$ cat config.mk
export PLATFORM = sky130hd
export DESIGN_NAME = packet_rx_parser
export DESIGN_NICKNAME = d
export VERILOG_FILES = /design/src/rtl/packet_rx_parser.sv
export SDC_FILE = /design/constraint.sdc
export NUM_CORES = 1
export LEC_CHECK = 0
export CORE_MARGIN = 1
export CORE_UTILIZATION = 55
export CTS_BUF_LIST = sky130_fd_sc_hd__clkbuf_8
export CTS_CLUSTER_DIAMETER = 150
export DETAILED_ROUTE_END_ITERATION = 10
export PLACE_DENSITY = 0.76
export SETUP_SLACK_MARGIN = 0.15
export SYNTH_ARGS = -nofsm -noshare
export SYNTH_HDL_FRONTEND = slang
export SYNTH_SLANG_ARGS = --single-unit
$ cat constraint.sdc
create_clock -name clk -period 5.1 [get_ports clk]
set_input_delay 0.765 -clock clk [delete_from_list [all_inputs] [get_ports clk]]
set_output_delay 0.765 -clock clk [all_outputs]
set_load 0.01 [all_outputs]
$ cat src/rtl/packet_rx_parser.sv
// packet_rx_parser: UART byte stream to validated 16-bit word packets with XOR checksum, timeout and overrun reporting
module packet_rx_parser #(
  parameter logic [7:0] FRAME_HDR    = 8'hA5,
  parameter int         TIMEOUT_CLKS = 50000
) (
  input  logic        clk,
  input  logic        rst,
  input  logic [7:0]  rx_data,
  input  logic        new_rx_data,
  output logic        pkt_valid,
  output logic        pkt_pending,
  output logic [3:0]  pkt_opcode,
  output logic [3:0]  pkt_word_cnt,
  input  logic        pkt_ack,
  input  logic [3:0]  rd_addr,
  output logic [15:0] rd_data,
  output logic        pkt_err,
  output logic [1:0]  err_code
);
  localparam int TW = $clog2(TIMEOUT_CLKS + 1);
  typedef enum logic [2:0] {IDLE, CNT, DATA_HI, DATA_LO, CSUM, HOLD} state_t;
  state_t r_state, w_next;
  logic [TW-1:0] r_timer;
  logic [7:0] r_xor, r_hi;
  logic [3:0] r_cnt, r_op, r_idx, w_idx_n;
  logic [15:0] r_mem [16];
  logic w_counting, w_timeout, w_valid, w_err, w_wr, w_hdr;
  logic [1:0] w_code;
  assign w_idx_n = r_idx + 4'd1;
  assign w_hdr = new_rx_data && rx_data == FRAME_HDR;
  assign w_counting = r_state inside {CNT, DATA_HI, DATA_LO, CSUM};
  assign w_timeout = w_counting && !new_rx_data && r_timer == TW'(TIMEOUT_CLKS - 1);
  always_ff @(posedge clk) r_state <= rst ? IDLE : w_next;
  always_comb begin
    w_next = r_state;
    if (w_timeout) w_next = IDLE;
    else case (r_state)
      IDLE:    w_next = w_hdr ? CNT : IDLE;
      CNT:     if (new_rx_data) w_next = rx_data[7:4] != 4'd0 ? DATA_HI : CSUM;
      DATA_HI: if (new_rx_data) w_next = DATA_LO;
      DATA_LO: if (new_rx_data) w_next = w_idx_n == r_cnt ? CSUM : DATA_HI;
      CSUM:    if (new_rx_data) w_next = rx_data == r_xor ? HOLD : IDLE;
      HOLD:    if (pkt_ack) w_next = w_hdr ? CNT : IDLE;
      default: w_next = IDLE;
    endcase
  end
  always_comb begin
    w_valid = r_state == CSUM && new_rx_data && rx_data == r_xor;
    w_err = w_timeout || (new_rx_data && ((r_state == CSUM && rx_data != r_xor) || (r_state == HOLD && !pkt_ack)));
    w_code = w_timeout ? 2'b10 : r_state == HOLD ? 2'b11 : 2'b01;
    w_wr = r_state == DATA_LO && new_rx_data;
  end
  always_ff @(posedge clk) begin
    if (rst) begin
      r_timer <= '0;
      r_xor <= '0;
      r_hi <= '0;
      r_cnt <= '0;
      r_op <= '0;
      r_idx <= '0;
      pkt_valid <= 1'b0;
      pkt_pending <= 1'b0;
      pkt_err <= 1'b0;
      err_code <= 2'b00;
      pkt_opcode <= '0;
      pkt_word_cnt <= '0;
      rd_data <= '0;
    end else begin
      r_timer <= (new_rx_data || !w_counting || w_timeout) ? '0 : r_timer + 1'b1;
      pkt_valid <= w_valid;
      pkt_pending <= w_next == HOLD;
      pkt_err <= w_err;
      if (w_err) err_code <= w_code;
      if (w_valid) {pkt_word_cnt, pkt_opcode} <= {r_cnt, r_op};
      rd_data <= r_mem[rd_addr];
      if (new_rx_data && r_state == CNT) begin
        {r_cnt, r_op} <= rx_data;
        r_xor <= rx_data;
        r_idx <= '0;
      end
      if (new_rx_data && (r_state == DATA_HI || r_state == DATA_LO)) r_xor <= r_xor ^ rx_data;
      if (new_rx_data && r_state == DATA_HI) r_hi <= rx_data;
      if (w_wr) r_idx <= w_idx_n;
    end
  end
  // buffer is deliberately not reset; only the index steers writes
  always_ff @(posedge clk) if (w_wr && !rst) r_mem[r_idx] <= {r_hi, rx_data};
endmodule

# Yosys cells after proc, flatten, opt, wreduce, memory -nomap -nowiden
# Memories as Yosys holds them, arrays and structs flattened. A register that Yosys moved wholly into a read port is not among the register bits.
# Index checks and enable logic that the tools add are counted.
dict set report word_totals {
  memories 1
  register_bits 60
  mem_bits_rw 256
}
dict set report classes {
  n_eq_ne 11
  bitwise_logic 1
  n_mux 19
  n_reduce_logical 28
  add_sub_neg 2
}
# name words width read_ports rd_ports_with_merged_regs write_ports line_no
set mem_list {}
lappend mem_list {r_mem 16 16 1 1 1 26} ;# logic [15:0] r_mem [16];
# op count
set op_table {}
lappend op_table {{3-bit 2-to-1 mux} 9}
lappend op_table {{3-bit case mux with 6 select lines} 1}
lappend op_table {{16-bit by 1-bit adder with 16-bit output, second input constant} 1}
lappend op_table {{16-bit == test, second input constant} 1}
lappend op_table {{8-bit 2-to-1 mux} 2}
lappend op_table {{1-bit logical AND} 13}
lappend op_table {{3-bit == test, second input constant} 3}
lappend op_table {{8-bit == test} 1}
lappend op_table {{8-bit == test, second input constant} 1}
lappend op_table {{4-bit 2-to-1 mux} 2}
lappend op_table {{8-bit inequality test} 1}
lappend op_table {{4-bit nonzero test} 2}
lappend op_table {{8-bit XOR} 1}
lappend op_table {{3-bit by 2-bit == test with 1-bit output, second input constant} 2}
lappend op_table {{1-bit logical OR} 5}
lappend op_table {{4-bit by 1-bit adder with 4-bit output, second input constant} 1}
lappend op_table {{4-bit == test} 1}
lappend op_table {{1-bit logical NOT} 4}
lappend op_table {{2-bit 2-to-1 mux} 2}
lappend op_table {{2-bit nonzero test} 2}
lappend op_table {{3-bit by 1-bit == test with 1-bit output, second input constant} 1}
lappend op_table {{3-bit logical NOT} 1}
lappend op_table {{1-bit 2-to-1 mux} 3}
lappend op_table {{2-bit OR reduction} 1}

# Longest topological paths before layout
dict set report logic_depth {
  ltp_word 7
  ltp_mapped 7
}

# Worst setup path after synthesis
# Ideal clock, no wire load.
dict set report synth_timing {
  path_type {input to register}
  startpoint {in new_rx_data}
  endpoint {mem r_mem[0][0], enable pin}
  required_time_ns 4.691
  path_stages 5
  arrival_ns 2.667
  setup_time_ns 0.409
  setup_slack_ns 2.024
  path_cell_list {buf_2 -> nand3b_1 -> nor3_1 -> nand2_1 -> nor3_1}
}
dict set report synth_via {
  elab_chain_cells 4
}
# element line_no
set synth_lines {}
lappend synth_lines {{start: declaration} 9} ;# input logic new_rx_data,
lappend synth_lines {{1-bit logical AND} 51} ;# w_wr = r_state == DATA_LO && new_rx_data;
lappend synth_lines {{1-bit logical AND} 87} ;# always_ff @(posedge clk) if (w_wr && !rst) r_mem[r_idx] <= {r_hi, rx_data};
lappend synth_lines {{1-bit 2-to-1 mux} 87}
lappend synth_lines {{1-bit 2-to-1 mux (implied by the code)} 87}
lappend synth_lines {{end: declaration} 26}
# Every way passes these cells.

# Worst setup path in the final report
dict set report layout_timing {
  startpoint {in rx_data[1]}
  endpoint {reg pkt_word_cnt[3]}
}
dict set report layout_via {
  elab_chain_cells 2
}
# element line_no
set layout_lines {}
lappend layout_lines {{start: declaration} 8} ;# input logic [7:0] rx_data,
lappend layout_lines {{8-bit == test} 48} ;# w_valid = r_state == CSUM && new_rx_data && rx_data == r_xor;
lappend layout_lines {{1-bit logical AND} 48}
lappend layout_lines {{end signal: assignment} 74} ;# if (w_valid) {pkt_word_cnt, pkt_opcode} <= {r_cnt, r_op};
lappend layout_lines {{end: declaration} 13} ;# output logic [3:0] pkt_word_cnt,
# Every way passes these cells.
# A chain may end at the register's enable or synchronous reset.

==> results.toml <==
[run_status]
status = "completed"

[grt]
grt_max_degree = 59
grt_pass1_wl_um = 42300
antenna_found_initial = 0
track_usage_pct = 24.2
grt_overflow = 0
grt_pass1_vias = 7276

[setup_path]
critical_path_required_ns = 5.53
critical_path_class = "in -> reg"
crit_arrival_ns = 3.44
end_kind = "flop"
crit_fanout = 22
start_kind = "input port"

[yosys]
syn_area_per_cell_sq_um = 16.8
synth-async-reset-ratio_pct = 0
yosysUniqueCellTypes = 48
yosysTopAreaCellShare_pct = 60.3
syn_nets = 778
ys_ff_latch = 332
syn_inst = 757
yosys_warnings = 0
synth.most_common_cell = "edfxtp_1"
synth_edf_count = 256
yosysTopAreaCell = "edfxtp_1"
synth_commonest_cells = "edfxtp_1, dfxtp_1, mux4_2"
synthTopCellsByArea = "edfxtp_1, dfxtp_1, mux4_2"
seq_area_frac_synth_pct = 72.3
netlist_area_sq_um = 12700
synth_flop_cell = "edfxtp_1"

[clocking]
cts.hold.buffers_added = 0
cts-root-buf = "clkbuf_8"
postCtsSetupBuffers = 0
clk_latency_ns = 0.57
numCtsBuffers = 51
ctsHtreeMaxLevel = 2
cts_max_path_buffers = 3
cts.clk_slew.worst_paths_ns = 0.06
cts_sinks = 332
ctsResizeCount = 0
cts_tree = "yes"

[placed_design]
dpl.hpwl_um = 16500
place.gp.congestion = 0.875
placement.io_buffers = 44

[timing]
fin_skew_ns = 0.0155
fin_setup_tns_ns = 0
drv_slew = 0
post-route-period-util_pct = 59.1
period_needed_ns = 3.01
setup_violations = 0
finalHoldViolCount = 0
maxSlewHeadroom_pct = 20.6
clock.fmax_mhz = 332
worst_slew_pin_slew_ns = 1.19
rsz0062_at_grt = "false"

[route]
initialDrtViolationCount = 557
vias = 7178
vias_per_cell = 6.16
wl_per_cell_um = 23.8
drc = 0
drt_first_pass_iters = 7
wirelength_um = 27800
final_antenna_net_count = 0

[final_layout]
nFillCells = 1553
syn_to_final_growth_pct = 14.2
register_area_sq_um = 9210
fin_nets = 860
final_util_pct = 64.1
drive_above_1_share_pct = 20.1
antenna_cells = 0
multi_input_area_sq_um = 3350

[die]
dieArea_sq_um = 23800
die_w_um = 154
core_area_sq_um = 22700
start_util_pct = 56.1
ioPinCount = 45
dieHeight_um = 154
core.rowCount = 55

[worst_hold_path]
hp-class = "reg -> reg"

[pwr]
leakage_nw = 4.62
irDropWorstVdd_mv = 0.187
powerDensity_nw_per_um2 = 358

[flow_run]
maxCapViolations = 0
-- through the flow --
| step | total power, mW | instance area (sq um) | setup WS [ns] | cells | hold WS, ns |
|---|---|---|---|---|---|
| 3_5_place_dp | 3.15 | 13500 | 1.56 | 1071 | 0.435 |
| 2_1_floorplan | 3.07 | 12700 | 2.02 | 757 | 0.413 |
| 6_report | 5.21 | 14600 | 2.09 | 1166 | 0.438 |
| 5_1_grt | 5.38 | 14600 | 1.90 | 1166 | 0.472 |
| 3_3_place_gp | 3.15 | 13500 | 1.65 | 1071 | 0.422 |
| 4_1_cts | 5.24 | 14600 | 2.14 | 1166 | 0.447 |
-- state kept, by name (all words and copies together), names as in the netlist, 8 cells and up --
| register | count |
|---|---|
| r_mem | 256 |
| r_timer | 16 |
| rd_data | 16 |
| r_hi | 8 |
| r_xor | 8 |
-- critical path, stage by stage --
cell and delay, ns:
clkdlybuf4s50_1 0.97, xor2_1 0.39, nor4_2 0.25, nand4_1 0.59, mux2i_1 0.40, nor2_1 0.06
-- worst paths after layout --
| check | startpoint | endpoint | slack [ns] | depth (start not counted) |
|---|---|---|---|---|
| setup / recovery | rx_data[1] | pkt_word_cnt[3] | 2.09 | 6 |
| hold / removal | r_timer[0] | r_timer[0] | 0.44 | 1 |
| setup reg to reg | r_state[0] | r_mem[15][14] | 2.45 | 5 |
| hold reg to reg | r_timer[0] | r_timer[0] | 0.44 | 1 |
-- cells in the final DEF, fill, tap and decap left out, types with 10 or more instances in the layout --
cell type,netlist,layout
nand2_1,60,60
dfxtp_1,76,76
clkdlybuf4s50_1,0,41
xor2_1,18,18
mux4_2,64,64
a22oi_1,32,32
xnor2_1,11,11
edfxtp_1,256,256
buf_4,1,26
a21oi_1,41,41
inv_1,3,24
nor2_1,58,58
o21ai_0,10,10
clkbuf_8,0,60
-- cell families (layout without fill, tap and decap cells) --
logic type	after synthesis	count (layout)	share of synthesized area (%)
buffers and inverters	44	168	1.57
muxes	72	72	11.9
DFF	332	332	72.3
xor gates and xnor gates	29	29	1.99
and+or+nand+nor	179	179	6.83
AOI/OAI and AO/OA	96	96	4.88
adders and majority gates	5	5	0.491
-- area by class of cell --
| type | instances | area share (%) |
|---|---|---|
| Clock buffer | 60 | 5.67 |
| Clock inverter | 35 | 1.25 |
| Timing Repair Buffer | 69 | 4.23 |
| Sequential cell | 332 | 63.3 |
| Multi-Input combinational cell | 381 | 23.0 |
| Tap cell | 285 | 2.45 |
| Inverter | 4 | 0.103 |
-- metal layers --
metal	part of all wire [%]	up-vias	wire (um)	GRT usage (%)
met3	7.3	58	2040	4.51
li1	-	3127	-	-
met5	0	-	0	0
met2	49	314	13700	40.3
met4	2.6	0	717	8.00
met1	41	3679	11300	32.5
-- report_power, final --
group,internal (mW),switching (mW),total [mW]
Combinational,0.0823,0.109,0.191
Clock,1.13,0.987,2.11
Sequential,2.90,0.00399,2.91
Total,4.11,1.10,5.21
Note: power is estimated with default switching activity, not from simulation.
